**config.mk**
```make
export PLATFORM = sky130hd
export DESIGN_NAME = bias_add_requant_19
export DESIGN_NICKNAME = d
export VERILOG_FILES = /design/src/rtl/bias_add_requant_19_pkg.sv /design/src/rtl/requant_sat.sv /design/src/rtl/bias_add_requant_19.sv
export SDC_FILE = /design/constraint.sdc
export NUM_CORES = 1
export LEC_CHECK = 0
export ABC_AREA = 1
export CORE_MARGIN = 10
export CORE_UTILIZATION = 45
export DETAILED_ROUTE_END_ITERATION = 6
export SLEW_MARGIN = 20
export SYNTH_ARGS = -nofsm -noshare
export SYNTH_HDL_FRONTEND = slang
export SYNTH_HIERARCHICAL = 1
export SYNTH_SLANG_ARGS = --single-unit
```
**constraint.sdc**
```tcl
create_clock -name ap_clk -period 5.13 [get_ports ap_clk]
set_input_delay 0.7695 -clock ap_clk [delete_from_list [all_inputs] [get_ports ap_clk]]
set_output_delay 0.7695 -clock ap_clk [all_outputs]
set_load 0.02 [all_outputs]
```
**src/rtl/bias_add_requant_19_pkg.sv**
```systemverilog
// Shared layer-19 sizes and the LOAD/RUN state encoding for the bias/requant stage.
package bias_add_requant_19_pkg;

    localparam int unsigned coeff_width  = 16;
    localparam int unsigned acc_width_19 = 32;
    localparam int unsigned out_width_19 = 16;
    localparam int unsigned kern_s_k_19  = 16;
    localparam int unsigned n_pix_19     = 64;
    localparam int unsigned shift_19     = 8;
    localparam int unsigned relu_en_19   = 1;

    typedef enum logic {
        ST_LOAD = 1'b0,
        ST_RUN  = 1'b1
    } state_t;

endpackage

```
**src/rtl/requant_sat.sv**
```systemverilog
// Bias add, optional ReLU, round-half-up arithmetic right shift and signed saturation.
module requant_sat #(
    parameter int unsigned ACC_W   = 32,
    parameter int unsigned COEFF_W = 16,
    parameter int unsigned OUT_W   = 16,
    parameter int unsigned SHIFT   = 8,
    parameter int unsigned RELU_EN = 1
) (
    input  logic [ACC_W-1:0]   acc,
    input  logic [COEFF_W-1:0] bias,
    output logic [OUT_W-1:0]   res_c
);

    // Two guard bits: one for the bias add, one for the rounding constant.
    localparam int unsigned RW = ACC_W + 2;
    localparam logic signed [RW-1:0] RND   = (RW'(1) << SHIFT) >> 1;
    localparam logic signed [RW-1:0] MAX_V = RW'((64'd1 << (OUT_W - 1)) - 64'd1);
    localparam logic signed [RW-1:0] MIN_V = ~MAX_V;

    logic signed [RW-1:0] sum;
    logic signed [RW-1:0] act;
    logic signed [RW-1:0] rnd;

    always_comb begin
        sum = {{(RW - ACC_W){acc[ACC_W-1]}}, acc}
            + {{(RW - COEFF_W){bias[COEFF_W-1]}}, bias};
        act = sum;
        if ((RELU_EN != 0) && sum[RW-1]) begin
            act = '0;
        end
        rnd = (act + RND) >>> SHIFT;
        if (rnd > MAX_V) begin
            res_c = {1'b0, {(OUT_W - 1){1'b1}}};
        end else if (rnd < MIN_V) begin
            res_c = {1'b1, {(OUT_W - 1){1'b0}}};
        end else begin
            res_c = rnd[OUT_W-1:0];
        end
    end

endmodule

```
**src/rtl/bias_add_requant_19.sv**
```systemverilog
// Layer-19 consumer: buffers per-frame biases, then bias-adds and requantises the
// accumulator stream onto an ap_fifo output with a single output register.
module bias_add_requant_19
    import bias_add_requant_19_pkg::*;
#(
    parameter int unsigned COEFF_W = coeff_width,
    parameter int unsigned ACC_W   = acc_width_19,
    parameter int unsigned OUT_W   = out_width_19,
    parameter int unsigned N_CH    = kern_s_k_19,
    parameter int unsigned N_PIX   = n_pix_19,
    parameter int unsigned SHIFT   = shift_19,
    parameter int unsigned RELU_EN = relu_en_19
) (
    input  logic               ap_clk,
    input  logic               ap_rst_n,
    input  logic [COEFF_W-1:0] bias_V_dout,
    input  logic               bias_V_empty_n,
    output logic               bias_V_read,
    input  logic [ACC_W-1:0]   input_V_dout,
    input  logic               input_V_empty_n,
    output logic               input_V_read,
    output logic [OUT_W-1:0]   output_V_din,
    input  logic               output_V_full_n,
    output logic               output_V_write
);

    localparam int unsigned CH_W  = (N_CH > 1) ? $clog2(N_CH) : 1;
    localparam int unsigned PIX_W = (N_PIX > 1) ? $clog2(N_PIX) : 1;
    localparam logic [CH_W-1:0]  CH_LAST  = CH_W'(N_CH - 1);
    localparam logic [PIX_W-1:0] PIX_LAST = PIX_W'(N_PIX - 1);

    state_t             state;
    state_t             state_nxt;
    logic [CH_W-1:0]    ch_cnt;
    logic [PIX_W-1:0]   pix_cnt;
    logic               out_vld;
    logic [COEFF_W-1:0] bias_buf [N_CH];
    logic [OUT_W-1:0]   res_c;
    logic               ch_last;
    logic               pix_last;

    assign ch_last  = (ch_cnt == CH_LAST);
    assign pix_last = (pix_cnt == PIX_LAST);

    requant_sat #(
        .ACC_W   (ACC_W),
        .COEFF_W (COEFF_W),
        .OUT_W   (OUT_W),
        .SHIFT   (SHIFT),
        .RELU_EN (RELU_EN)
    ) u_requant (
        .acc   (input_V_dout),
        .bias  (bias_buf[ch_cnt]),
        .res_c (res_c)
    );

    always_ff @(posedge ap_clk) begin
        if (!ap_rst_n) begin
            state <= ST_LOAD;
        end else begin
            state <= state_nxt;
        end
    end

    always_comb begin
        state_nxt = state;
        case (state)
            ST_LOAD: if (bias_V_read && ch_last) state_nxt = ST_RUN;
            ST_RUN:  if (input_V_read && ch_last && pix_last) state_nxt = ST_LOAD;
            default: state_nxt = ST_LOAD;
        endcase
    end

    // Stream strobes; all held low while reset is asserted.
    always_comb begin
        bias_V_read    = 1'b0;
        input_V_read   = 1'b0;
        output_V_write = ap_rst_n & out_vld & output_V_full_n;
        if (ap_rst_n) begin
            case (state)
                ST_LOAD: bias_V_read  = bias_V_empty_n;
                ST_RUN:  input_V_read = input_V_empty_n & (~out_vld | output_V_full_n);
                default: ;
            endcase
        end
    end

    // One channel counter serves both bias loading and accumulator consumption.
    always_ff @(posedge ap_clk) begin
        if (!ap_rst_n) begin
            ch_cnt       <= '0;
            pix_cnt      <= '0;
            out_vld      <= 1'b0;
            output_V_din <= '0;
        end else begin
            if (bias_V_read || input_V_read) begin
                ch_cnt <= ch_last ? '0 : ch_cnt + CH_W'(1);
            end
            if (input_V_read && ch_last) begin
                pix_cnt <= pix_last ? '0 : pix_cnt + PIX_W'(1);
            end
            if (input_V_read) begin
                output_V_din <= res_c;
                out_vld      <= 1'b1;
            end else if (output_V_write) begin
                out_vld <= 1'b0;
            end
        end
    end

    always_ff @(posedge ap_clk) begin
        if (bias_V_read) begin
            bias_buf[ch_cnt] <= bias_V_dout;
        end
    end

endmodule

```
==> run_results.csv <==
group,metric,value,unit
pwr,p_int,4.23,mW
logic_synthesis,syn_avg_cell_area,8.79,sq um
sta,final_max_slew_viol_count,0,
global_route,grt_pass1_vias,11700,
clock_network,cts_tree,"built",
sta,hold_violations,0,
place,gp_congestion,0.934,
setup_path,r2r-end,"output_V_din[0]",
floorplanning,die_x,206,microns
pwr,swShare,30.3,%
global_route,grt_start_max_net_pins,96,
hold_path,min_path_type,"reg -> reg",
setup_path,cp-start-kind,"flip-flop",
final_layout,layout_common_cells,"nand2_1 (491), edfxtp_1 (256), nor2_1 (194)",
floorplanning,die_area,0.0426,sq mm
logic_synthesis,synth.distinct_cells,40,
flow_run,cap_violations,0,
sta,min_period_over_period,91.2,%
floorplanning,io_pins,72,
setup_path,required,5.56,ns
final_layout,areaGrowthSynthToFinish,14.8,%
setup_path,crit_path_end_kind,"flip-flop",
routing,drc,0,
pwr,p_per_area,339,mW/mm^2
setup_path,worst-r2r-setup-slack,0.45,ns
sta,tns,0,ns
pwr,p_seq_share,42.4,%
floorplanning,core,0.0344,sq mm
global_route,grt-ovfl-total,0,
clock_network,root_buffer,"clkbuf_16",
sta,setup_viol,0,
sta,layout_setup_ws,0.453,ns
logic_synthesis,synth_top_area_share,49.2,%
floorplanning,core.rowCount,68,
run_status,outcome,"finished clean",
routing,ant_nets,0,
sta,max_freq,0.214,GHz
sta,grt_setup_unrepaired,"no",
final_layout,finalNetCount,1945,
clock_network,clk_path_buf_depth,3,
place,port_buffers,71,
sta,timing.slew.headroom,31.6,%
routing,dr.first_iter.drc_count,1019,
clock_network,clkSinkCount,288,
sta,min_period,4.68,ns
floorplanning,start_util,45.5,%
setup_path,worst-setup-path-type,"reg -> reg",
global_route,antenna_found_initial,3,
final_layout,layout-drive-gt1-share,11.0,%
logic_synthesis,synth-async-reset-ratio,0,%
hold_path,min_to,"output_V_din[11]",
final_layout,final_common_cell,"nand2_1",
clock_network,clk-insertion-delay-late,0.56,ns
logic_synthesis,syn-num-nets,1867,
logic_synthesis,syn_area,0.0156,sq mm
global_route,grtUsageTotal,20.2,%
global_route,grt_pass1_wl,66900,microns
setup_path,cp_max_fo,95,
logic_synthesis,syn_inst,1777,
routing,vias_per_cell,5.20,
pwr,peakVddDrop,0.260,mV
routing,vias,12100,
logic_synthesis,ys_ff_latch,288,
hold_path,hold_start,"output_V_din[11]",
sta,tightest_slew,1.03,ns
pwr,switchingPower,1.84,mW
clock_network,cts_htree_levels,1,
routing,dr.pass1.iters,5,
setup_path,worstRegToRegCells,26,
pwr,p_clk_share,34.6,%
clock_network,cts_made_buffers,30,
pwr,power_leakage,7.15,nW
floorplanning,die_y,206,microns
hold_path,whs_path_depth,2,
pwr,p_comb_share,23.0,%
logic_synthesis,synth_edf_count,256,
clock_network,cts.clk_slew.worst_paths,0.06,ns
logic_synthesis,synth-seq-area-share,53.3,%
routing,finalWirelength,43300,microns
routing,wl_per_cell,18.5,microns
logic_synthesis,yosysWarnings,6,
logic_synthesis,synth.top_cells.by_area,"edfxtp_1 (49%), nand2_1 (12%), nand3_1 (5.5%), nor2_1 (5.0%), inv_1 (4.4%)",
setup_path,cp.arrival,5.11,ns
sta,clock-skew-final,0.0154,ns
place,dpl_worst_slack,0.321,ns
place,dpl.hpwl,29800,microns
logic_synthesis,synth_ff_type,"edfxtp_1",
logic_synthesis,yosysTopAreaCell,"edfxtp_1",
[sequential cells by signal (all words and copies together), names as in the netlist, named ones only]
name and cells:
out_vld 1, state 1, pix_cnt 6, bias_buf 256, ch_cnt 4, output_V_din 16
[critical path, cell delays in order, from the launching register on]
cell and delay, ns:
dfxtp_4 0.38, buf_12 0.35, nor2_1 0.09, nor2_1 0.09
o21ai_0 0.09, nand3_1 0.09, nand3_1 0.07, nand2_1 0.06
buf_4 0.24, ha_1 0.34, a21oi_1 0.31, o21ai_0 0.18
a21oi_1 0.24, nand3_1 0.14, nand2_1 0.08, nand2_1 0.20
inv_1 0.20, nand3_1 0.14, nor3_1 0.36, nand4_1 0.12
nand2_1 0.09, nand2_1 0.08, nor2_4 0.13, buf_12 0.16
nand3_1 0.09, nand2_1 0.07, o21ai_0 0.07
[synthesized netlist by cell type, drive strengths merged, types with 18 or more instances]
cell	count
ha	37
nand4	18
edfxtp	256
o21ai	88
o211ai	40
nand2	515
a21oi	39
nor2	239
clkbuf	22
buf	43
inv	205
nand3	197
dfxtp	32
[power by group through the flow]
stage          Clock (mW)  Combinational (mW)  Sequential [mW]
2_1_floorplan           0                1.00             2.62
3_3_place_gp            0                1.36             2.62
3_5_place_dp            0                1.36             2.62
4_1_cts              2.13                1.36             2.57
5_1_grt              2.22                1.55             2.57
6_report             2.10                1.40             2.57
[metal layers]
layer	share of wire, %	vias up	track usage [%]
met1	43	5716	26.1
met3	5.8	65	2.46
met5	0	-	0
met2	49	330	34.8
met4	2.2	0	5.84
li1	-	6034	-
[metrics by stage]
step	power [mW]	utilization, %	instances	cell area [sq um]	hold slack (ns)
floorplan	3.62	-	1777	15600	0.452
global placement	3.98	49.2	2276	16900	0.465
detailed placement	3.98	49.3	2276	16900	0.470
CTS	6.07	52.0	2331	17900	0.478
global route	6.34	52.1	2334	17900	0.494
finish	6.07	52.2	2336	17900	0.476
[final cells by class]
cell class              instances  area, sq um
well taps                     455          569
flip-flops and latches        288         8330
clock inverters                22          188
clock buffers                  33          762
fillers                      3208        16400
inverters                     205          771
repair buffers                111         1110
multi-input cells            1219         6190
diodes                          3         7.51
[what timing repair did]
action,4_1_cts,5_1_grt
setup buffers,0,2
hold buffers,0,0
resized for setup,0,0
setup endpoints to repair,0,15
[cells by family after synthesis]
group | count (synthesis) | share of synthesized area (%)
buf+inv | 270 | 7.36
other cells | 1 | 0.0240
flops | 288 | 53.3
simple gates | 982 | 28.4
compound gates | 172 | 6.29
xor+xnor | 27 | 1.66
fa+ha+maj | 37 | 2.96
[worst max-delay path by stage]
stage                    from          endpoint  slack, ns
finish              flip-flop   output_V_din[0]       0.45
global route        flip-flop  output_V_din[14]       0.04
CTS                 flip-flop   output_V_din[0]       0.29
detailed placement  flip-flop   output_V_din[0]       0.32
global placement    flip-flop   output_V_din[1]       0.27
floorplan           flip-flop  output_V_din[10]       0.87
Power figures use the tool's default switching activity.
